<file path="src/rtl/cmprs_arb_pkg.sv">
// Shared constants and state encoding for the compressor channel arbiter.
// Imported by the round-robin picker and the arbiter top.
package cmprs_arb_pkg;

  typedef enum logic [1:0] {
    ST_IDLE  = 2'd0,
    ST_START = 2'd1,
    ST_RUN   = 2'd2,
    ST_GAP   = 2'd3
  } arb_state_e;

  localparam int GAP_CYCLES_DEF   = 4;
  localparam int TIMEOUT_BITS_DEF = 20;
  localparam int TIMEOUT_DEF      = 500000;

endpackage

</file>
<file path="src/rtl/cmprs_arb_rr_pick.sv">
// Combinational round-robin picker: first set request
// searching from last+1 and wrapping back to last.
module cmprs_arb_rr_pick
  import cmprs_arb_pkg::*;
#(
  parameter int NUM_CHN  = 4,
  parameter int CHN_BITS = 2
) (
  input  logic [NUM_CHN-1:0]  req,
  input  logic [CHN_BITS-1:0] last,
  output logic [NUM_CHN-1:0]  onehot,
  output logic [CHN_BITS-1:0] enc,
  output logic                any
);

  localparam int PW = CHN_BITS + 1;

  logic [PW-1:0]      shift;
  logic [PW-1:0]      pos;
  logic [NUM_CHN-1:0] rot;

  // Rotate requests so bit 0 is the channel after last, then take first hit
  always_comb begin
    shift  = {1'b0, last} + PW'(1);
    rot    = NUM_CHN'({req, req} >> shift);
    any    = 1'b0;
    pos    = '0;
    enc    = '0;
    onehot = '0;
    for (int i = 0; i < NUM_CHN; i++) begin
      if (!any && rot[i]) begin
        any = 1'b1;
        pos = shift + PW'(i);
        if (pos >= PW'(NUM_CHN)) begin
          pos = pos - PW'(NUM_CHN);
        end
      end
    end
    enc = pos[CHN_BITS-1:0];
    if (any) begin
      onehot = NUM_CHN'(1) << enc;
    end
  end

endmodule

</file>
<file path="src/rtl/cmprs_chn_arbiter.sv">
// Shares one compressor pipeline between NUM_CHN channels, round-robin.
// Define CMPRS_ARB_WDOG_EN to build the RUN watchdog and wdog_err.
module cmprs_chn_arbiter
  import cmprs_arb_pkg::*;
#(
  parameter int NUM_CHN      = 4,
  parameter int CHN_BITS     = 2,
  parameter int GAP_CYCLES   = GAP_CYCLES_DEF,
  parameter int TIMEOUT_BITS = TIMEOUT_BITS_DEF,
  parameter int TIMEOUT      = TIMEOUT_DEF
) (
  input  logic                mclk,
  input  logic                mrst_n,
  input  logic                arb_en,
  input  logic [NUM_CHN-1:0]  chn_en,
  input  logic [NUM_CHN-1:0]  frame_req,
  input  logic                frame_done,
  output logic [NUM_CHN-1:0]  pending,
  output logic [NUM_CHN-1:0]  grant,
  output logic [CHN_BITS-1:0] grant_chn,
  output logic                grant_valid,
  output logic                frame_start,
  output logic                force_flush,
  output logic [NUM_CHN-1:0]  req_dropped,
  output logic                wdog_err
);

  localparam int GAP_W = (GAP_CYCLES > 1) ? $clog2(GAP_CYCLES) : 1;

  arb_state_e          state_q, state_d;
  logic [NUM_CHN-1:0]  pending_q, pending_d;
  logic [NUM_CHN-1:0]  drop_q, drop_d;
  logic [NUM_CHN-1:0]  grant_q, grant_d;
  logic [CHN_BITS-1:0] grant_chn_q, grant_chn_d;
  logic [CHN_BITS-1:0] last_q, last_d;
  logic [GAP_W-1:0]    gap_q, gap_d;

  logic [NUM_CHN-1:0]  req_set;
  logic [NUM_CHN-1:0]  clr;
  logic [NUM_CHN-1:0]  pick_oh;
  logic [CHN_BITS-1:0] pick_enc;
  logic                pick_any;
  logic                enter_start;
  logic                chn_live;
  logic                flush;
  logic                err_set;
  logic                wdog_exp;

  cmprs_arb_rr_pick #(
    .NUM_CHN  (NUM_CHN),
    .CHN_BITS (CHN_BITS)
  ) u_pick (
    .req    (pending_q & chn_en),
    .last   (last_q),
    .onehot (pick_oh),
    .enc    (pick_enc),
    .any    (pick_any)
  );

  assign enter_start = (state_q == ST_IDLE) && arb_en && pick_any;
  assign chn_live    = |(chn_en & grant_q);

  // Pending latch: a new request beats any clear in the same cycle
  always_comb begin
    req_set = frame_req & chn_en & {NUM_CHN{arb_en}};
    clr     = ~chn_en | {NUM_CHN{~arb_en}};
    if (state_q == ST_START) begin
      clr = clr | grant_q;
    end
    pending_d = (pending_q & ~clr) | req_set;
    drop_d    = req_set & pending_q & ~clr;
  end

  // Next-state, grant bookkeeping and abort pulse
  always_comb begin
    state_d     = state_q;
    grant_d     = grant_q;
    grant_chn_d = grant_chn_q;
    last_d      = last_q;
    gap_d       = gap_q;
    flush       = 1'b0;
    err_set     = 1'b0;
    unique case (state_q)
      ST_IDLE: begin
        if (enter_start) begin
          state_d     = ST_START;
          grant_d     = pick_oh;
          grant_chn_d = pick_enc;
          last_d      = pick_enc;
        end
      end
      ST_START: begin
        if (!arb_en) begin
          state_d = ST_GAP;
        end else begin
          state_d = ST_RUN;
        end
      end
      ST_RUN: begin
        if (frame_done) begin
          state_d = ST_GAP;
        end else if (!arb_en || !chn_live) begin
          flush   = 1'b1;
          state_d = ST_GAP;
        end else if (wdog_exp) begin
          flush   = 1'b1;
          err_set = 1'b1;
          state_d = ST_GAP;
        end
      end
      ST_GAP: begin
        if (gap_q == '0) begin
          state_d = ST_IDLE;
        end else begin
          gap_d = gap_q - GAP_W'(1);
        end
      end
      default: state_d = ST_IDLE;
    endcase
    if (state_d == ST_GAP && state_q != ST_GAP) begin
      grant_d     = '0;
      grant_chn_d = '0;
      gap_d       = GAP_W'(GAP_CYCLES - 1);
    end
  end

  // Arbiter state registers
  always_ff @(posedge mclk or negedge mrst_n) begin
    if (!mrst_n) begin
      state_q     <= ST_IDLE;
      pending_q   <= '0;
      drop_q      <= '0;
      grant_q     <= '0;
      grant_chn_q <= '0;
      last_q      <= CHN_BITS'(NUM_CHN - 1);
      gap_q       <= '0;
    end else begin
      state_q     <= state_d;
      pending_q   <= pending_d;
      drop_q      <= drop_d;
      grant_q     <= grant_d;
      grant_chn_q <= grant_chn_d;
      last_q      <= last_d;
      gap_q       <= gap_d;
    end
  end

`ifdef CMPRS_ARB_WDOG_EN
  logic [TIMEOUT_BITS-1:0] wdog_q, wdog_d;
  logic                    wdog_err_q, wdog_err_d;

  assign wdog_exp = (state_q == ST_RUN) && (wdog_q == '0);

  // Watchdog reloads on grant, counts down only while RUN
  always_comb begin
    wdog_d = wdog_q;
    if (enter_start) begin
      wdog_d = TIMEOUT_BITS'(TIMEOUT);
    end else if (state_q == ST_RUN && wdog_q != '0) begin
      wdog_d = wdog_q - TIMEOUT_BITS'(1);
    end
    wdog_err_d = arb_en & (wdog_err_q | err_set);
  end

  // Watchdog registers
  always_ff @(posedge mclk or negedge mrst_n) begin
    if (!mrst_n) begin
      wdog_q     <= '0;
      wdog_err_q <= 1'b0;
    end else begin
      wdog_q     <= wdog_d;
      wdog_err_q <= wdog_err_d;
    end
  end

  assign wdog_err = wdog_err_q;
`else
  logic unused_wdog;

  assign wdog_exp    = 1'b0;
  assign wdog_err    = 1'b0;
  assign unused_wdog = ^{err_set, TIMEOUT_BITS'(TIMEOUT)};
`endif

  assign pending     = pending_q;
  assign grant       = grant_q;
  assign grant_chn   = grant_chn_q;
  assign grant_valid = (state_q == ST_START) || (state_q == ST_RUN);
  assign frame_start = (state_q == ST_START);
  assign force_flush = flush;
  assign req_dropped = drop_q;

endmodule
</file>
<file path="config.mk">
export PLATFORM = sky130hd
export DESIGN_NAME = cmprs_chn_arbiter
export DESIGN_NICKNAME = d
export VERILOG_FILES = /design/src/rtl/cmprs_arb_pkg.sv /design/src/rtl/cmprs_arb_rr_pick.sv /design/src/rtl/cmprs_chn_arbiter.sv
export SDC_FILE = /design/constraint.sdc
export NUM_CORES = 1
export LEC_CHECK = 0
export ABC_AREA = 1
export BUFFER_PORTS_ARGS = -buffer_cell sky130_fd_sc_hd__buf_4
export CELL_PAD_IN_SITES_DETAIL_PLACEMENT = 0
export CELL_PAD_IN_SITES_GLOBAL_PLACEMENT = 2
export CORE_ASPECT_RATIO = 1.25
export CORE_MARGIN = 5
export CORE_UTILIZATION = 33
export DETAILED_ROUTE_END_ITERATION = 10
export HOLD_SLACK_MARGIN = 0.15
export PLACE_DENSITY_LB_ADDON = 0.1
export SLEW_MARGIN = 20
export SYNTH_ARGS = -nofsm -noshare
export SYNTH_HDL_FRONTEND = slang
export SYNTH_SLANG_ARGS = --single-unit
</file>
<file path="constraint.sdc">
create_clock -name mclk -period 4.3 [get_ports mclk]
set_clock_uncertainty 0.05 [all_clocks]
set_input_delay 0.43 -clock mclk [delete_from_list [all_inputs] [get_ports mclk]]
set_output_delay 0.43 -clock mclk [all_outputs]
set_load 0.02 [all_outputs]
</file>
==> results of run 1 <==
power by group through the flow:
stage	combinational [W]	sequential [W]	clock (W)
floorplan	0.000491	0.000316	0
global placement	0.000642	0.000321	0
detailed placement	0.000646	0.000321	0
CTS	0.000649	0.000318	0.000194
global route	0.000721	0.000326	0.000205
finish	0.000635	0.000316	0.000188
final cells by class:
class,instances,area [sq um],share of cell area
Clock inverter,1,30.03,0.01828
Inverter,22,87.58,0.05331
Tap cell,54,67.56,0.04113
Clock buffer,3,41.29,0.02513
Multi-Input combinational cell,114,693.2,0.4219
Timing Repair Buffer,29,220.2,0.1340
Sequential cell,20,503.0,0.3062
sequential cells by signal, summed over array words and instances, names as in the netlist:
register / count
gap_q: 2
pending: 4
state_q: 2
grant_chn: 2
last_q: 2
grant: 4
req_dropped: 4
repair_timing:
item / CTS / global route
endpoints found under the setup margin: 0 / 0
hold endpoints to repair: 18 / 0
hold buffers: 1 / 0
cells by family after synthesis:
| group | after synthesis | share of synthesized area |
|---|---|---|
| buffers and inverters | 27 | 0.09211 |
| and+or+nand+nor | 93 | 0.4065 |
| AOI/OAI and AO/OA | 12 | 0.04844 |
| other | 1 | 0.002846 |
| muxes | 1 | 0.007598 |
| adders and majority gates | 5 | 0.04748 |
| DFF | 20 | 0.3818 |
| xor gates and xnor gates | 2 | 0.01330 |
stage by stage:
stage	power (W)	instances	area, sq um	hold WS [ps]
CTS	0.001161	243	1643	364.3
detailed placement	0.0009672	238	1562	280.7
floorplan	0.0008070	161	1318	84.41
finish	0.001139	243	1643	371.5
global route	0.001252	243	1643	363.7
global placement	0.0009634	238	1562	277.1
Yosys cell counts (all sizes together):
cell type,instances,area (sq um)
o22ai,1,6.260
nand2,47,217.7
nand4,7,58.81
o211ai,1,7.510
xor2,1,8.760
inv,22,87.58
nor2,4,17.52
buf,3,26.27
or2,1,6.260
a21oi,6,30.03
xnor2,1,8.760
nand3,29,207.7
dfstp,2,52.55
conb,1,3.750
ha,5,62.56
dfrtp,18,450.4
clkbuf,2,7.510
nor3,4,20.02
nand3b,1,7.510
mux2i,1,10.01
o21ai,4,20.02
worst max-delay path, cell delays in order (launching register included):
cell and delay [ps]:
dfstp_2 650, inv_6 70, nand3_1 100, nand3_1 130, nand2_4 130, nand4_4 150
nand2_8 140, nand2_2 70, nand2_4 70, nand3_4 120, nand3_1 100, nand2_1 50
how the worst max path moves through the flow:
stage | start | end
2_1_floorplan | state_q[0]$_DFF_PN0_ | grant[1]$_DFFE_PN0P_
3_3_place_gp | last_q[0]$_DFFE_PN1P_ | grant_chn[0]$_DFFE_PN0P_
3_5_place_dp | last_q[0]$_DFFE_PN1P_ | grant[3]$_DFFE_PN0P_
4_1_cts | last_q[0]$_DFFE_PN1P_ | grant[2]$_DFFE_PN0P_
5_1_grt | last_q[0]$_DFFE_PN1P_ | grant[3]$_DFFE_PN0P_
6_report | last_q[0]$_DFFE_PN1P_ | grant[3]$_DFFE_PN0P_
routing by layer:
metal	global-route usage	up-vias
met5	0	-
met4	0.03049	0
met3	0.02657	2
met2	0.2502	18
met1	0.1588	533
li1	-	578
==> results.yml, run 1 <==
routing:
  wl_met2_mm: 1.748
  route.top_layer_used: "met4"
  drt-initial-drc-count: 56
  met3_length_um: 104
  avgRoutedWirePerCell_um: 13.06
  via_per_inst: 4.654
  vias: 1131
  firstDrtPassIters: 4
  routed_wl_mm: 3.174
  antenna_left: 0
  drc_errors: 0
  drt-met1-wl_mm: 1.305
worst_setup_path:
  r2r_start: "last_q[0]$_DFFE_PN1P_"
  r2r_setup_slack_ps: 2370
  cp_data_required_time_ps: 4400
  arrival_ps: 2030
  critical_path_class: "flop to flop"
  crit_path_start_kind: "flop"
  r2r_end: "grant[3]$_DFFE_PN0P_"
  worst-path-max-fanout: 10
  reg2reg_depth: 11
  worstSetupEndpointType: "flop"
place:
  post-place-ws_ps: 2363
  io_buffers: 28
  place_congestion: 0.8028
  dp_hpwl_mm: 2.617
global_routing:
  grt_first_pass_wirelength_mm: 5.540
  antenna_found_initial: 0
  grt_usage: 0.1359
  grt.overflow.total: 0
  grt_max_degree: 21
  grt_pass1_vias: 1179
layout:
  drive_above_1_share: 0.2857
  final_cell_mix: "nand2_1, buf_4, nand3_1, inv_1, dfrtp_1"
  finish.net_count: 207
  syn_to_final_growth_pct: 24.69
  final_util: 0.4305
  final_common_cell: "nand2_1"
  diodes: 0
  fillers: 422
logic_synthesis:
  ys_seq_area_frac: 0.3818
  ys_warn_count: 0
  syn-num-nets: 178
  ys_types: 31
  ys_ff_latch: 20
  syn_area_per_cell_sq_um: 8.183
  netlist_area_sq_um: 1318
  synth_cells: 161
timing:
  finalMaxSlewViolations: 0
  fin_tns_setup_ps: 0
  rsz0062_at_grt: "no"
  setup_viol: 0
  max_clock_freq_ghz: 0.5189
  worst_slack_ps: 2373
  fin_crit_ps: 1927
  finalCritPeriodShare: 0.4481
  final-hold-violation-count: 0
clocking:
  numCtsBuffers: 3
  cts-resized-gates: 0
  htree_levels: 1
  clk_latency_ps: 260
  tritoncts: "built"
  cts_setup_buffers: 0
  cts-root-buf: "clkbuf_8"
  clkSlewWorstSetupHoldPaths_ps: 80
  max-clock-path-buffers: 2
  cts_sinks: 20
power:
  seq_power_share: 0.278
  p_comb_frac: 0.557
  p_sw_w: 0.0005238
  power_frac_clock: 0.165
  p_int_w: 0.0006150
  switching_share: 0.4600
  ir_worst_vdd_uv: 309.0
  powerDensity_nw_per_um2: 693.2
  p_leak_nw: 0.8529
die:
  die_h_um: 80.65
  ioPinCount: 30
  row_count: 25
  core_area_sq_um: 3816
  die_area_sq_um: 5364
  start_util: 0.3452
  die_x_um: 66.52
flow_run:
  cap_violations: 0
min_path:
  holdPathStages: 3
  hold_path.class: "primary input to flop"
  worstHoldStart: "frame_req[2]"
  holdPathEnd: "req_dropped[2]$_DFF_PN0_"
status:
  outcome: "complete, no violations"
Power figures use the tool's default switching activity.
==> run 2: changes to the inputs <==
--- a/config.mk
+++ b/config.mk
@@ -11,7 +11,7 @@
 export CELL_PAD_IN_SITES_GLOBAL_PLACEMENT = 2
 export CORE_ASPECT_RATIO = 1.25
 export CORE_MARGIN = 5
-export CORE_UTILIZATION = 33
+export CORE_UTILIZATION = 31
 export DETAILED_ROUTE_END_ITERATION = 10
 export HOLD_SLACK_MARGIN = 0.15
 export PLACE_DENSITY_LB_ADDON = 0.1
==> constraint.sdc (replaced) <==
create_clock -name mclk -period 1.9 [get_ports mclk]
set_clock_uncertainty 0.05 [all_clocks]
set_input_delay 0.19 -clock mclk [delete_from_list [all_inputs] [get_ports mclk]]
set_output_delay 0.19 -clock mclk [all_outputs]
set_load 0.02 [all_outputs]
==> results.yml, run 2 (same netlist as run 1, synthesis figures left out) <==
min_path:
  worstHoldStart: "chn_en[0]"
  hold_path.class: "primary input to flop"
timing:
  rsz0062_at_grt: "yes"
  fin_crit_ps: 1870
  fin_tns_setup_ps: 0
  finalMaxSlewViolations: 0
  worst_slack_ps: 29.55
  final-hold-violation-count: 0
  holdWs_ps: 161.0
  finalCritPeriodShare: 0.9844
  max_clock_freq_ghz: 0.5346
  setup_viol: 0
clocking:
  htree_levels: 1
  numCtsBuffers: 3
  cts-root-buf: "clkbuf_8"
  clk_latency_ps: 260
  cts_sinks: 20
  tritoncts: "built"
  max-clock-path-buffers: 2
  clkSlewWorstSetupHoldPaths_ps: 80
die:
  row_count: 26
  die_h_um: 82.89
  core_area_sq_um: 4099
  die_area_sq_um: 5662
  die_x_um: 68.31
  ioPinCount: 30
  start_util: 0.3214
power:
  p_leak_nw: 0.9637
  seq_power_share: 0.248
  powerDensity_nw_per_um2: 1515
  power_w: 0.002863
  switching_share: 0.4690
  p_comb_frac: 0.637
  power_frac_clock: 0.115
  ir_worst_vdd_uv: 813.3
  p_int_w: 0.001520
  p_sw_w: 0.001343
routing:
  drt-initial-drc-count: 62
  drc_errors: 0
  vias: 1240
  via_per_inst: 4.662
  firstDrtPassIters: 4
  routed_wl_mm: 3.553
  avgRoutedWirePerCell_um: 13.36
  antenna_left: 0
place:
  dp_hpwl_mm: 2.752
  place_congestion: 0.7756
  io_buffers: 28
  post-place-ws_ps: -33.43
worst_setup_path:
  worst-path-max-fanout: 8
  r2r_start: "last_q[0]$_DFFE_PN1P_"
  arrival_ps: 1970
  critical_path_class: "flop to flop"
  startpoint: "last_q[0]$_DFFE_PN1P_"
  crit_path_start_kind: "flop"
  r2r_setup_slack_ps: 30
  cp_data_required_time_ps: 2000
  worstSetupEndpointType: "flop"
layout:
  final_common_cell: "buf_4"
  syn_to_final_growth_pct: 43.49
  fillers: 443
  final_util: 0.4612
  finish.net_count: 228
  diodes: 0
  final_cell_mix: "buf_4, nand2_1, inv_1, dfrtp_1, nand3_2"
  drive_above_1_share: 0.4143
status:
  outcome: "complete, no violations"
global_routing:
  grt_max_degree: 21
  grt_pass1_vias: 1269
  grt_first_pass_wirelength_mm: 5.844
  antenna_found_initial: 0
  grt_usage: 0.1325
  grt.overflow.total: 0
flow_run:
  cap_violations: 0
run 2: changes by cell type in the layout (fill, tap and decap cells not counted), moves of 3 or more:
cell           previous run  this run
nand3_1                  21        11
dlygate4sd3_1             1         5
nand3_4                   3         6
nand2_1                  40        37
nand3_2                   5        12
buf_4                    28        45
run 2: per-stage QoR:
stage / area (sq um) / instances
finish: 1891 / 266
CTS: 1722 / 256
floorplan: 1318 / 161
detailed placement: 1602 / 245
global route: 1891 / 266
global placement: 1602 / 245
run 2: cell type report:
type,instances,area (sq um),area share
repair buffers,50,387.9,0.2052
well taps,56,70.07,0.03706
flip-flops and latches,20,504.2,0.2667
clock buffers,4,55.05,0.02912
multi-input cells,114,785.8,0.4156
inverters,22,87.58,0.04633
run 2: what timing repair did:
action / in CTS / in global routing
setup buffers: 2 / 10
gates cloned: 0 / 0
hold buffers: 5 / 0
hold endpoints to repair: 27 / 0
pin swaps: 0 / 10
resized for setup: 0 / 21
endpoints found under the setup margin: 6 / 10
run 2: per-layer routing:
layer	routed length, um	GRT usage	vias to the layer above
met5	0	0	-
met4	31	0.02712	0
met3	64	0.02027	4
met2	2124	0.2412	13
met1	1332	0.1576	599
li1	-	-	624
run 2: worst max-delay path: stages (launching register included):
cell and delay (ps):
dfstp_2 610, inv_6 70, nand3_4 80, nand3_2 70, nand2_2 140, nand4_4 170, nand2_8 140, nand2_2 70
nand2_4 70, nand3_4 140, nand3_1 110, nand2_1 50
run 2: final timing paths:
kind / end / cells past startpoint
setup / recovery: grant[3]$_DFFE_PN0P_ / 11
hold / removal: pending[0]$_DFF_PN0_ / 3
setup reg to reg: grant[3]$_DFFE_PN0P_ / 11
hold reg to reg: grant_chn[0]$_DFFE_PN0P_ / 2
max in group asynchronous: last_q[1]$_DFFE_PN1P_ / 2
min in group asynchronous: req_dropped[0]$_DFF_PN0_ / 2
run 2: power by group through the flow:
stage / combinational [W] / clock, W / sequential [W]
global route: 0.00203 / 0.000356 / 0.000733
detailed placement: 0.00155 / 0 / 0.000718
floorplan: 0.00111 / 0 / 0.000715
CTS: 0.00160 / 0.000344 / 0.000701
finish: 0.00182 / 0.000331 / 0.000709
global placement: 0.00155 / 0 / 0.000711
==> run 3: changes to the inputs <==
--- a/config.mk
+++ b/config.mk
@@ -7,14 +7,12 @@
 export LEC_CHECK = 0
 export ABC_AREA = 1
 export BUFFER_PORTS_ARGS = -buffer_cell sky130_fd_sc_hd__buf_4
-export CELL_PAD_IN_SITES_DETAIL_PLACEMENT = 0
-export CELL_PAD_IN_SITES_GLOBAL_PLACEMENT = 2
 export CORE_ASPECT_RATIO = 1.25
 export CORE_MARGIN = 5
-export CORE_UTILIZATION = 31
+export CORE_UTILIZATION = 45
 export DETAILED_ROUTE_END_ITERATION = 10
 export HOLD_SLACK_MARGIN = 0.15
-export PLACE_DENSITY_LB_ADDON = 0.1
+export PLACE_DENSITY = 0.68
 export SLEW_MARGIN = 20
 export SYNTH_ARGS = -nofsm -noshare
 export SYNTH_HDL_FRONTEND = slang
==> results.yml, run 3 (same netlist as run 1, synthesis figures left out) <==
status:
  outcome: "finished with violations"
  violations: "setup timing"
worst_setup_path:
  arrival_ps: 2050
  crit_path_start_kind: "flop"
  cp_data_required_time_ps: 2050
  cpMostUsedCell: "nand2_2"
  worst-path-max-fanout: 8
  crit_chain: "inv_6, nand3_4, nand3_1, nand2_2, nand4_4, nand2_8, nand2_2, nand2_4, nand3_4, nand2_2, nor2_2"
  critical_path_class: "flop to flop"
  critical_path.top_delay_family: "simple AND/OR/NAND/NOR gates"
  cp_slowest_cell: "dfstp_2"
  worstSetupEndpointType: "flop"
  crit_buf_inv: 1
  cp_slowest_stage_delay_ps: 660
power:
  ir_worst_vdd_uv: 1206
  powerDensity_nw_per_um2: 1390
  power_w: 0.002667
  p_leak_nw: 0.9686
clocking:
  cts_sinks: 20
  clkSlewWorstSetupHoldPaths_ps: 110
  tritoncts: "built"
  max-clock-path-buffers: 2
  htree_levels: 1
  numCtsBuffers: 3
  clk_latency_ps: 300
  cts-root-buf: "clkbuf_4"
timing:
  fin_crit_ps: 1902
  max_clock_freq_ghz: 0.5256
  holdWs_ps: 243.9
  finalCritPeriodShare: 1.001
  worst_slack_ps: -2.443
  rsz0062_at_grt: "yes"
  fin_tns_setup_ps: -2.443
  finalMaxSlewViolations: 0
  setup_viol: 1
  final-hold-violation-count: 0
layout:
  final_util: 0.6641
  final_cell_mix: "nand2_1, buf_4, inv_1, dfrtp_1, dlygate4sd3_1"
  final_common_cell: "nand2_1"
  finish.net_count: 231
  diodes: 0
  fillers: 228
  fin_cells: 249
  drive_above_1_share: 0.3756
  syn_to_final_growth_pct: 45.68
routing:
  antenna_left: 0
  routed_wl_mm: 3.440
  vias: 1295
  avgRoutedWirePerCell_um: 13.82
  drt-initial-drc-count: 80
  via_per_inst: 5.201
  firstDrtPassIters: 4
  drc_errors: 0
die:
  ioPinCount: 30
  start_util: 0.4558
  die_h_um: 70.50
  row_count: 22
  die_x_um: 58.40
  die_area_sq_um: 4117
  core_area_sq_um: 2890
global_routing:
  grt.overflow.total: 0
  antenna_found_initial: 0
  grt_first_pass_wirelength_mm: 5.589
  grt_max_degree: 21
  grt_usage: 0.1703
  grt_pass1_vias: 1290
place:
  place_congestion: 0.8452
  dp_hpwl_mm: 2.326
  dpl.cell_count: 223
  io_buffers: 28
flow_run:
  cap_violations: 0
min_path:
  hold_path.class: "primary input to asynchronous set/reset pin"
run 3: metal layers:
metal	share of wire	up-vias	wire length (um)	track usage
li1	-	632	-	-
met1	0.39	600	1345	0.2051
met2	0.53	55	1840	0.2969
met3	0.056	8	191	0.02218
met4	0.018	0	63	0.06701
met5	0	-	0	0
run 3: stage by stage:
step	setup WS [ps]	cell area, sq um
4_1_cts	21.98	1778
3_5_place_dp	11.70	1562
3_3_place_gp	75.32	1562
2_1_floorplan	143.5	1318
6_report	-2.443	1919
5_1_grt	-84.42	1919
run 3: what timing repair did:
item	in CTS	in global routing
setup buffers	1	4
endpoints found under the hold margin	28	0
resized for setup	1	23
hold buffers	17	0
endpoints found under the setup margin	2	13
pin swaps	0	6
run 3: layout make-up:
type,instances,area [sq um],share of cell area
multi-input combinational,114,807.0,0.4205
sequential,20,503.0,0.2621
timing repair buffer,53,440.4,0.2295
inverter,22,87.58,0.04563
tap,36,45.04,0.02347
clock buffer,4,36.28,0.01890
run 3: final timing paths:
check / startpoint / to / slack, ps / cells after the start
min in group mclk: frame_done / state_q[1]$_DFF_PN0_ / 260 / 5
setup / recovery: last_q[0]$_DFFE_PN1P_ / grant[0]$_DFFE_PN0P_ / -2 / 11
max in group asynchronous: mrst_n / last_q[1]$_DFFE_PN1P_ / 1280 / 2
hold reg to reg: grant_chn[0]$_DFFE_PN0P_ / grant_chn[0]$_DFFE_PN0P_ / 470 / 2
hold / removal: mrst_n / req_dropped[3]$_DFF_PN0_ / 240 / 2
setup reg to reg: last_q[0]$_DFFE_PN1P_ / grant[0]$_DFFE_PN0P_ / -2 / 11
run 3: report_power, final:
part	switching, W	internal, W	total, W
Sequential	0.000144	0.000563	0.000707
Clock	0.000129	0.000117	0.000245
Combinational	0.00103	0.000690	0.00172
